File: src/rtl/sipo_deserializer_pkg.sv
// rtl/sipo_deserializer_pkg.sv - shared types and sizing helper for the SIPO deserializer
package sipo_pkg;

  typedef enum logic {
    BUF_EMPTY = 1'b0,
    BUF_FULL  = 1'b1
  } buf_state_t;

  function automatic int cnt_w(input int width);
    return (width > 1) ? $clog2(width) : 1;
  endfunction

endpackage

File: src/rtl/sipo_deserializer_if.sv
// rtl/sipo_deserializer_if.sv - serial-in / parallel-out bus bundle with master and slave views
interface sipo_deserializer_if #(
  parameter int WIDTH = 4
);
  import sipo_pkg::*;

  localparam int CNT_W = cnt_w(WIDTH);

  logic             sin;
  logic             sin_valid;
  logic             sin_start;
  logic [WIDTH-1:0] dout;
  logic             dout_valid;
  logic             dout_ready;
  logic [CNT_W-1:0] bit_cnt;
  logic             overrun;
  logic             overrun_clr;

  modport master (
    output sin, sin_valid, sin_start, dout_ready, overrun_clr,
    input  dout, dout_valid, bit_cnt, overrun
  );

  modport slave (
    input  sin, sin_valid, sin_start, dout_ready, overrun_clr,
    output dout, dout_valid, bit_cnt, overrun
  );

endinterface

File: src/rtl/sipo_deserializer_shift_core.sv
// rtl/sipo_deserializer_shift_core.sv - shift register and bit counter with word-complete pulse
module sipo_shift_core
  import sipo_pkg::*;
#(
  parameter int WIDTH     = 4,
  parameter bit MSB_FIRST = 1'b1
) (
  input  logic                      i_clk,
  input  logic                      i_rst,
  input  logic                      i_sin,
  input  logic                      i_sin_valid,
  input  logic                      i_sin_start,
  output logic [cnt_w(WIDTH)-1:0]   o_bit_cnt,
  output logic                      o_word_done,
  output logic [WIDTH-1:0]          o_word
);

  localparam int CNT_W = cnt_w(WIDTH);

  logic [WIDTH-1:0] r_shift;
  logic [CNT_W-1:0] r_cnt;
  logic [WIDTH-1:0] w_base;
  logic [WIDTH-1:0] w_shifted;
  logic [CNT_W-1:0] w_cnt_base;
  logic             w_last;

  // A start pulse makes this cycle's bit land on an empty register as bit 0.
  always_comb begin
    w_base     = i_sin_start ? '0 : r_shift;
    w_cnt_base = i_sin_start ? '0 : r_cnt;
    w_shifted  = MSB_FIRST ? {w_base[WIDTH-2:0], i_sin} : {i_sin, w_base[WIDTH-1:1]};
    w_last     = (r_cnt == CNT_W'(WIDTH - 1));
  end

  assign o_word_done = i_sin_valid & ~i_sin_start & w_last;
  assign o_word      = w_shifted;
  assign o_bit_cnt   = r_cnt;

  always_ff @(posedge i_clk or posedge i_rst) begin
    if (i_rst) begin
      r_shift <= '0;
      r_cnt   <= '0;
    end else if (i_sin_valid) begin
      r_shift <= w_shifted;
      r_cnt   <= o_word_done ? '0 : w_cnt_base + 1'b1;
    end else if (i_sin_start) begin
      r_shift <= '0;
      r_cnt   <= '0;
    end
  end

endmodule

File: src/rtl/sipo_deserializer.sv
// rtl/sipo_deserializer.sv - serial-to-parallel word collector with one-word holding buffer and overrun flag
module sipo_deserializer
  import sipo_pkg::*;
#(
  parameter int WIDTH     = 4,
  parameter bit MSB_FIRST = 1'b1
) (
  input  logic                i_clk,
  input  logic                i_rst,
  sipo_deserializer_if.slave  io_bus
);

  localparam int CNT_W = cnt_w(WIDTH);

  buf_state_t       r_state;
  buf_state_t       w_state_nxt;
  logic [WIDTH-1:0] r_dout;
  logic             r_ovr;
  logic             w_load;
  logic             w_set_ovr;
  logic             w_word_done;
  logic [WIDTH-1:0] w_word;
  logic [CNT_W-1:0] w_bit_cnt;

  sipo_shift_core #(
    .WIDTH     (WIDTH),
    .MSB_FIRST (MSB_FIRST)
  ) u_core (
    .i_clk       (i_clk),
    .i_rst       (i_rst),
    .i_sin       (io_bus.sin),
    .i_sin_valid (io_bus.sin_valid),
    .i_sin_start (io_bus.sin_start),
    .o_bit_cnt   (w_bit_cnt),
    .o_word_done (w_word_done),
    .o_word      (w_word)
  );

  always_comb begin
    w_state_nxt = r_state;
    w_load      = 1'b0;
    w_set_ovr   = 1'b0;
    case (r_state)
      BUF_EMPTY: begin
        if (w_word_done) begin
          w_load      = 1'b1;
          w_state_nxt = BUF_FULL;
        end
      end
      BUF_FULL: begin
        // Accept and completion on one edge swap the word in without a bubble.
        if (w_word_done) begin
          if (io_bus.dout_ready) begin
            w_load = 1'b1;
          end else begin
            w_set_ovr = 1'b1;
          end
        end else if (io_bus.dout_ready) begin
          w_state_nxt = BUF_EMPTY;
        end
      end
      default: w_state_nxt = BUF_EMPTY;
    endcase
  end

  always_ff @(posedge i_clk or posedge i_rst) begin
    if (i_rst) begin
      r_state <= BUF_EMPTY;
      r_dout  <= '0;
      r_ovr   <= 1'b0;
    end else begin
      r_state <= w_state_nxt;
      if (w_load) begin
        r_dout <= w_word;
      end
      if (w_set_ovr) begin
        r_ovr <= 1'b1;
      end else if (io_bus.overrun_clr) begin
        r_ovr <= 1'b0;
      end
    end
  end

  assign io_bus.dout       = r_dout;
  assign io_bus.dout_valid = (r_state == BUF_FULL);
  assign io_bus.bit_cnt    = w_bit_cnt;
  assign io_bus.overrun    = r_ovr;

endmodule

File: src/flat_wrapper.sv
// flat-port wrapper written by rule: the top's interface ports become plain ports
module sipo_deserializer_flat import sipo_pkg::*;
#(
  parameter int WIDTH     = 4,
  parameter bit MSB_FIRST = 1'b1
)
  (i_clk, i_rst, io_bus_sin, io_bus_sin_valid, io_bus_sin_start, io_bus_dout_ready, io_bus_overrun_clr, io_bus_dout, io_bus_dout_valid, io_bus_bit_cnt, io_bus_overrun);
  sipo_deserializer_if #(.WIDTH(WIDTH)) io_bus_i ();
  input  logic i_clk;
  input  logic i_rst;
  input wire logic [$bits(io_bus_i.sin)-1:0] io_bus_sin;
  input wire logic [$bits(io_bus_i.sin_valid)-1:0] io_bus_sin_valid;
  input wire logic [$bits(io_bus_i.sin_start)-1:0] io_bus_sin_start;
  input wire logic [$bits(io_bus_i.dout_ready)-1:0] io_bus_dout_ready;
  input wire logic [$bits(io_bus_i.overrun_clr)-1:0] io_bus_overrun_clr;
  output wire logic [$bits(io_bus_i.dout)-1:0] io_bus_dout;
  output wire logic [$bits(io_bus_i.dout_valid)-1:0] io_bus_dout_valid;
  output wire logic [$bits(io_bus_i.bit_cnt)-1:0] io_bus_bit_cnt;
  output wire logic [$bits(io_bus_i.overrun)-1:0] io_bus_overrun;
  assign io_bus_i.sin = io_bus_sin;
  assign io_bus_i.sin_valid = io_bus_sin_valid;
  assign io_bus_i.sin_start = io_bus_sin_start;
  assign io_bus_i.dout_ready = io_bus_dout_ready;
  assign io_bus_i.overrun_clr = io_bus_overrun_clr;
  assign io_bus_dout = io_bus_i.dout;
  assign io_bus_dout_valid = io_bus_i.dout_valid;
  assign io_bus_bit_cnt = io_bus_i.bit_cnt;
  assign io_bus_overrun = io_bus_i.overrun;
  sipo_deserializer #(.WIDTH(WIDTH), .MSB_FIRST(MSB_FIRST)) u_core (.i_clk(i_clk), .i_rst(i_rst), .io_bus(io_bus_i));
endmodule
File: config.mk
export PLATFORM = sky130hd
export DESIGN_NAME = sipo_deserializer_flat
export DESIGN_NICKNAME = d
export VERILOG_FILES = /design/src/rtl/sipo_deserializer_pkg.sv /design/src/rtl/sipo_deserializer_if.sv /design/src/rtl/sipo_deserializer_shift_core.sv /design/src/rtl/sipo_deserializer.sv /design/src/flat_wrapper.sv
export SDC_FILE = /design/constraint.sdc
export NUM_CORES = 1
export LEC_CHECK = 0
export CELL_PAD_IN_SITES_DETAIL_PLACEMENT = 1
export CELL_PAD_IN_SITES_GLOBAL_PLACEMENT = 1
export CORE_MARGIN = 2
export CORE_UTILIZATION = 30
export DETAILED_ROUTE_END_ITERATION = 8
export HOLD_SLACK_MARGIN = 0.05
export PLACE_DENSITY = 0.7
export SYNTH_ARGS = -nofsm -noshare
export SYNTH_HDL_FRONTEND = slang
export SYNTH_SLANG_ARGS = --single-unit
File: constraint.sdc
create_clock -name i_clk -period 1.63 [get_ports i_clk]
set_clock_uncertainty 0.15 [all_clocks]
set_input_delay 0.326 -clock i_clk [delete_from_list [all_inputs] [get_ports i_clk]]
set_output_delay 0.326 -clock i_clk [all_outputs]
set_load 0.01 [all_outputs]
### Word level (Yosys, flattened, before mapping)

Index checks and enable logic that the tools add are counted.

| word-level totals | value |
|---|---|
| register bits | 11 |
| bits of input ports | 7 |
| output and inout port bits | 8 |

| cells by class | value |
|---|---|
| $add $sub $neg | 1 |
| equality and inequality tests | 1 |
| multiplexer cells | 16 |
| bitwise operators | 4 |
| reductions and logical operators | 1 |

Operators with widths:

| kind | number |
|---|---|
| $mux W1 | 9 |
| $mux W2 | 3 |
| $mux W3 | 2 |
| $pmux W1 S2 | 2 |
| $add A2 B1 Y2 const B | 1 |
| $and A1 B1 Y1 | 2 |
| $eq A2 B2 Y1 const B | 1 |
| $not A1 Y1 | 2 |
| $reduce_bool A2 Y1 | 1 |

### Longest topological paths before layout

| depth | value |
|---|---|
| word-level depth | 6 |
| mapped depth | 4 |

### Hierarchy

A second synthesis with hierarchy kept.

| unflattened totals | value |
|---|---|
| cells, all modules | 40 |
| area, all modules | 509.2 µm² |

Modules (own cells, without submodules):

| module | times used | cells an instance | area each (µm²) | sequential area each (µm²) |
|---|---|---|---|---|
| sipo_deserializer | 1 | 17 | 256.5 | 150.1 |
| sipo_shift_core | 1 | 23 | 252.7 | 125.1 |

### Least setup slack after synthesis

No wires, ideal clock.

| timing path | value |
|---|---|
| kind | input to register |
| start point | input port io_bus_sin_valid |
| end point | register u_core.r_dout[0] (netlist: u_core.io_bus.dout[0]) |
| library setup time | 0.125 ns |
| arrival | 1.077 ns |
| data required time | 1.355 ns |
| path slack | 0.278 ns |
| stages | 4 |
| path buffers | 1 |
| cells stage by stage | buf_4 -> nand4b_4 -> nor2b_4 -> mux2_2 |

| on the way | value |
|---|---|
| word-level cells in the longest chain between the ends | 4 |
| elaborated cells on any way between the ends | 5 |
| classes of those cells | mux (3); bitwise (2) |

RTL lines:

| item | line | RTL |
|---|---|---|
| from (decl) | flat_wrapper.sv:12 | `input wire logic [$bits(io_bus_i.sin_valid)-1:0] io_bus_sin_valid;` |
| $and A1 B1 Y1 (*) (2 in a row) | sipo_deserializer_shift_core.sv:35 | `assign o_word_done = i_sin_valid & ~i_sin_start & w_last;` |
| $mux W1, on equally long branches | sipo_deserializer.sv:52, sipo_deserializer.sv:45 |  |
| $pmux W1 S2 (*) | sipo_deserializer.sv:43 | `case (r_state)` |
| to (signal assigned) | sipo_deserializer.sv:74 | `r_dout <= w_word;` |
| to (decl) | sipo_deserializer.sv:17 | `logic [WIDTH-1:0] r_dout;` |

Mark *: on every way between the ends. The rest lies on a longest branch, timed or not.
A chain may end at the register's enable or synchronous reset.

### Worst setup path in the final report

| timing path | value |
|---|---|
| start point | input port io_bus_sin_valid |
| end point | register u_core.r_dout[1] (netlist: u_core.io_bus.dout[1]) |

The elaborated chain is that of the path after synthesis.

==> results by group <==
Outcome
  • Status: finished clean

Worst setup path
  • Worst endpoint required time: 1.63 ns
  • Startpoint Class: input pin
  • Critical Path End: u_core.io_bus.dout[1]
  • FF-to-FF End: u_core.io_bus.dout[1]
  • Crit Path Category: input pin to register
  • WP data arrival: 1.50 ns
  • R2R depth: 4
  • R2r setup slk: roughly 0.24 ns
  • Worst Path Max Fanout: 4
  • R2R Path Start: u_core.u_core.o_bit_cnt[1]
  • Worst setup EP type: register
  • Critical path launch point: io_bus_sin_valid

Global routing
  • Initial antenna violation count: 0
  • First-pass GRT wire length: between 1500 and 2000 um
  • Largest net degree at the start of global routing: 12
  • Vias in the first global route: ~380
  • Gr usage total: 0.1251
  • Grt ovf: 0

STA
  • Final setup viols: 0
  • Max Freq: 666.6 MHz
  • RSZ-0062 raised after global routing: no
  • Final worst-path cycle share: 0.9204
  • Final Max Slew Viols: 0
  • Worst-margin pin slew: 0.4257 ns
  • Final critical-path required period: roughly 1.5 ns
  • Final hold violation count: 0
  • Rel. slew slack: 0.7159

Clock network
  • Longest Clk Path Bufs: 2
  • # H-tree levels: 1
  • CTS clk-pin slew, worst paths: 0.07 ns
  • Clock Latency Late Sink: roughly 0.26 ns
  • CTS Buf Count: 3
  • TritonCTS clock tree: yes
  • CTS root buf: clkbuf_4
  • CTS Sinks: 11
  • CTS Hold Buffers Added: 0

Route
  • Vias after detailed routing: 340
  • WL per Instance: 13.19 um
  • WL final: between 900 and 1000 um
  • Initial DRC count: 0
  • TritonRoute pass-1 iters: 1
  • Post-route antenna net violation count: 0
  • Via density: 4.533
  • Drt drc: 0

Cells and area
  • Final cell utilization of the core: 0.4668
  • Area Overhead vs Synth: 45.97%
  • Fraction of layout cells with a size suffix above 1: 0.2712
  • Finished Layout Cells: 75
  • Cell area after layout: 703.2 um2
  • # diodes: 0
  • NumNets Final: 67

Synthesis
  • Post-synthesis xor/xnor area fraction: 0.03636
  • Most common cell in the synthesized netlist: dfrtp_1
  • Top FF cell, synth: dfrtp_1
  • Largest family of logic cells by synthesized area: simple AND/OR/NAND/NOR gates
  • Mapped Nets: 43
  • Commonest cells post-synth: 11 x dfrtp_1, 5 x mux2_2, 3 x and2b_1, 3 x nor2_1
  • Simple-gate portion of the synthesized area: 0.1896
  • Adder-Cell Fraction of Synth Area: 0
  • Largest cells by area after synthesis: dfrtp_1 57%, mux2_2 12%, nand4b_4 4.9%
  • Yosys top cell by area: dfrtp_1
  • Synth unique cells: 14
  • Mapped cell area: 481.7 um2
  • Post-synthesis async set-or-reset flop share: 1.000
  • Cells after Synth: 36
  • Seq/Total Area, Yosys: 0.5714
  • Yosys top cell area share: 0.5714
  • Avg Cell Area, Syn: ~13 um2
  • Post-synthesis mux area share: 0.1584
  • Synthesis-stage register bit count: 11
  • Ys Warns: 0
  • Synth Area in Compound Gates: 0.01299
  • Number of synthesized flops with an enable pin: 0

Power
  • Power per cell area: 925.5 nW/um2
  • Leakage: 0.4129 nW
  • Tot Pwr: 0.0006508 W
  • Worst vdd ir: a little under 0.4 mV

Die
  • Die area: 1942 um2
  • Die height: 44.07 um
  • Die Wd: ~44 um
  • Core Region: between 1500 and 2000 um2
  • Starting Density: 0.3198
  • IO Pins: 15
  • Row Count: 14

Place
  • PortBufs: 14
  • Placed Area: 664.4 um2
  • DP Cell Count: ~70
  • Hpwl dp: 756.1 um
  • RD Place Congestion: 0.7089

Job
  • Max-cap viol count: 0

Worst hold path
  • Hold Path Class: input pin to async pin
through the flow:
step           hold slack (ns)  TNS, ns  setup slack [ns]
5_1_grt                 0.2501        0           0.09765
3_3_place_gp            0.3512  -0.6063           -0.1427
3_5_place_dp            0.3588  -0.6691           -0.1558
2_1_floorplan          0.02844        0            0.2782
4_1_cts                 0.2237        0          0.003545
6_report                0.2088        0            0.1298
cell usage in the layout (no fill, tap or decap), types with 2 or more instances in the layout:
master	count
and2b_1	3
buf_4	6
clkbuf_4	3
clkdlybuf4s50_1	6
dfrtp_1	11
dlygate4sd2_1	6
dlymetal6s2s_1	2
inv_1	2
mux2_2	5
mux2i_1	2
nand2_1	2
nand2b_1	2
nor2_1	3
report_power, final:
| group | total (W) | switching (W) | internal, W |
|---|---|---|---|
| Clock | 0.000181 | 0.0000868 | 0.0000946 |
| Sequential | 0.000320 | 0.0000156 | 0.000304 |
| Combinational | 0.000150 | 0.0000613 | 0.0000883 |
layer usage:
layer	global-route usage	wire length, um
met5	0	0
met4	0.1091	34
met3	0.04082	65
met2	0.2029	509
met1	0.1283	379
sequential cells by signal, summed over array words and instances (netlist names):
register                  cells
u_core.io_bus.overrun         1
u_core.u_core.r_shift         3
u_core.io_bus.dout            4
u_core.u_core.o_bit_cnt       2
u_core.io_bus.dout_valid      1
cell families after synthesis:
kind of cell | count (synthesis)
XOR/XNOR | 2
flip-flops | 11
AND/OR/NAND/NOR | 12
buffers and inverters | 3
AO/OA/AOI/OAI | 1
multiplexers | 7
critical path: stages:
cell and delay, ns:
clkdlybuf4s50_1 0.52, nand4b_4 0.13, nor2b_4 0.17, mux2_2 0.35
worst min path at each step:
| stage | start | end | slack, ns |
|---|---|---|---|
| floorplan | i_rst | u_core.io_bus.dout[0] | 0.03 |
| global placement | u_core.u_core.r_shift[2] | u_core.u_core.r_shift[2] | 0.35 |
| detailed placement | u_core.io_bus.dout[0] | u_core.io_bus.dout[0] | 0.36 |
| CTS | i_rst | u_core.u_core.o_bit_cnt[0] | 0.22 |
| global route | i_rst | u_core.u_core.o_bit_cnt[1] | 0.25 |
| finish | i_rst | u_core.u_core.o_bit_cnt[0] | 0.21 |
layout make-up:
| cell class | instances | area, um2 |
|---|---|---|
| fillers | 166 | 803.3 |
| repair buffers | 20 | 182.7 |
| multi-input cells | 22 | 191.4 |
| inverters | 2 | 7.507 |
| well taps | 16 | 20.02 |
| clock buffers | 4 | 26.28 |
| flip-flops and latches | 11 | 275.3 |
what timing repair did:
| action | in CTS | in global routing |
|---|---|---|
| endpoints found under the setup margin | 6 | 2 |
| endpoints found under the hold margin | 0 | 0 |
| gates resized for setup | 6 | 2 |
| pin swaps | 0 | 0 |
| buffers inserted | 2 | 0 |
Power figures use the tool's default switching activity.
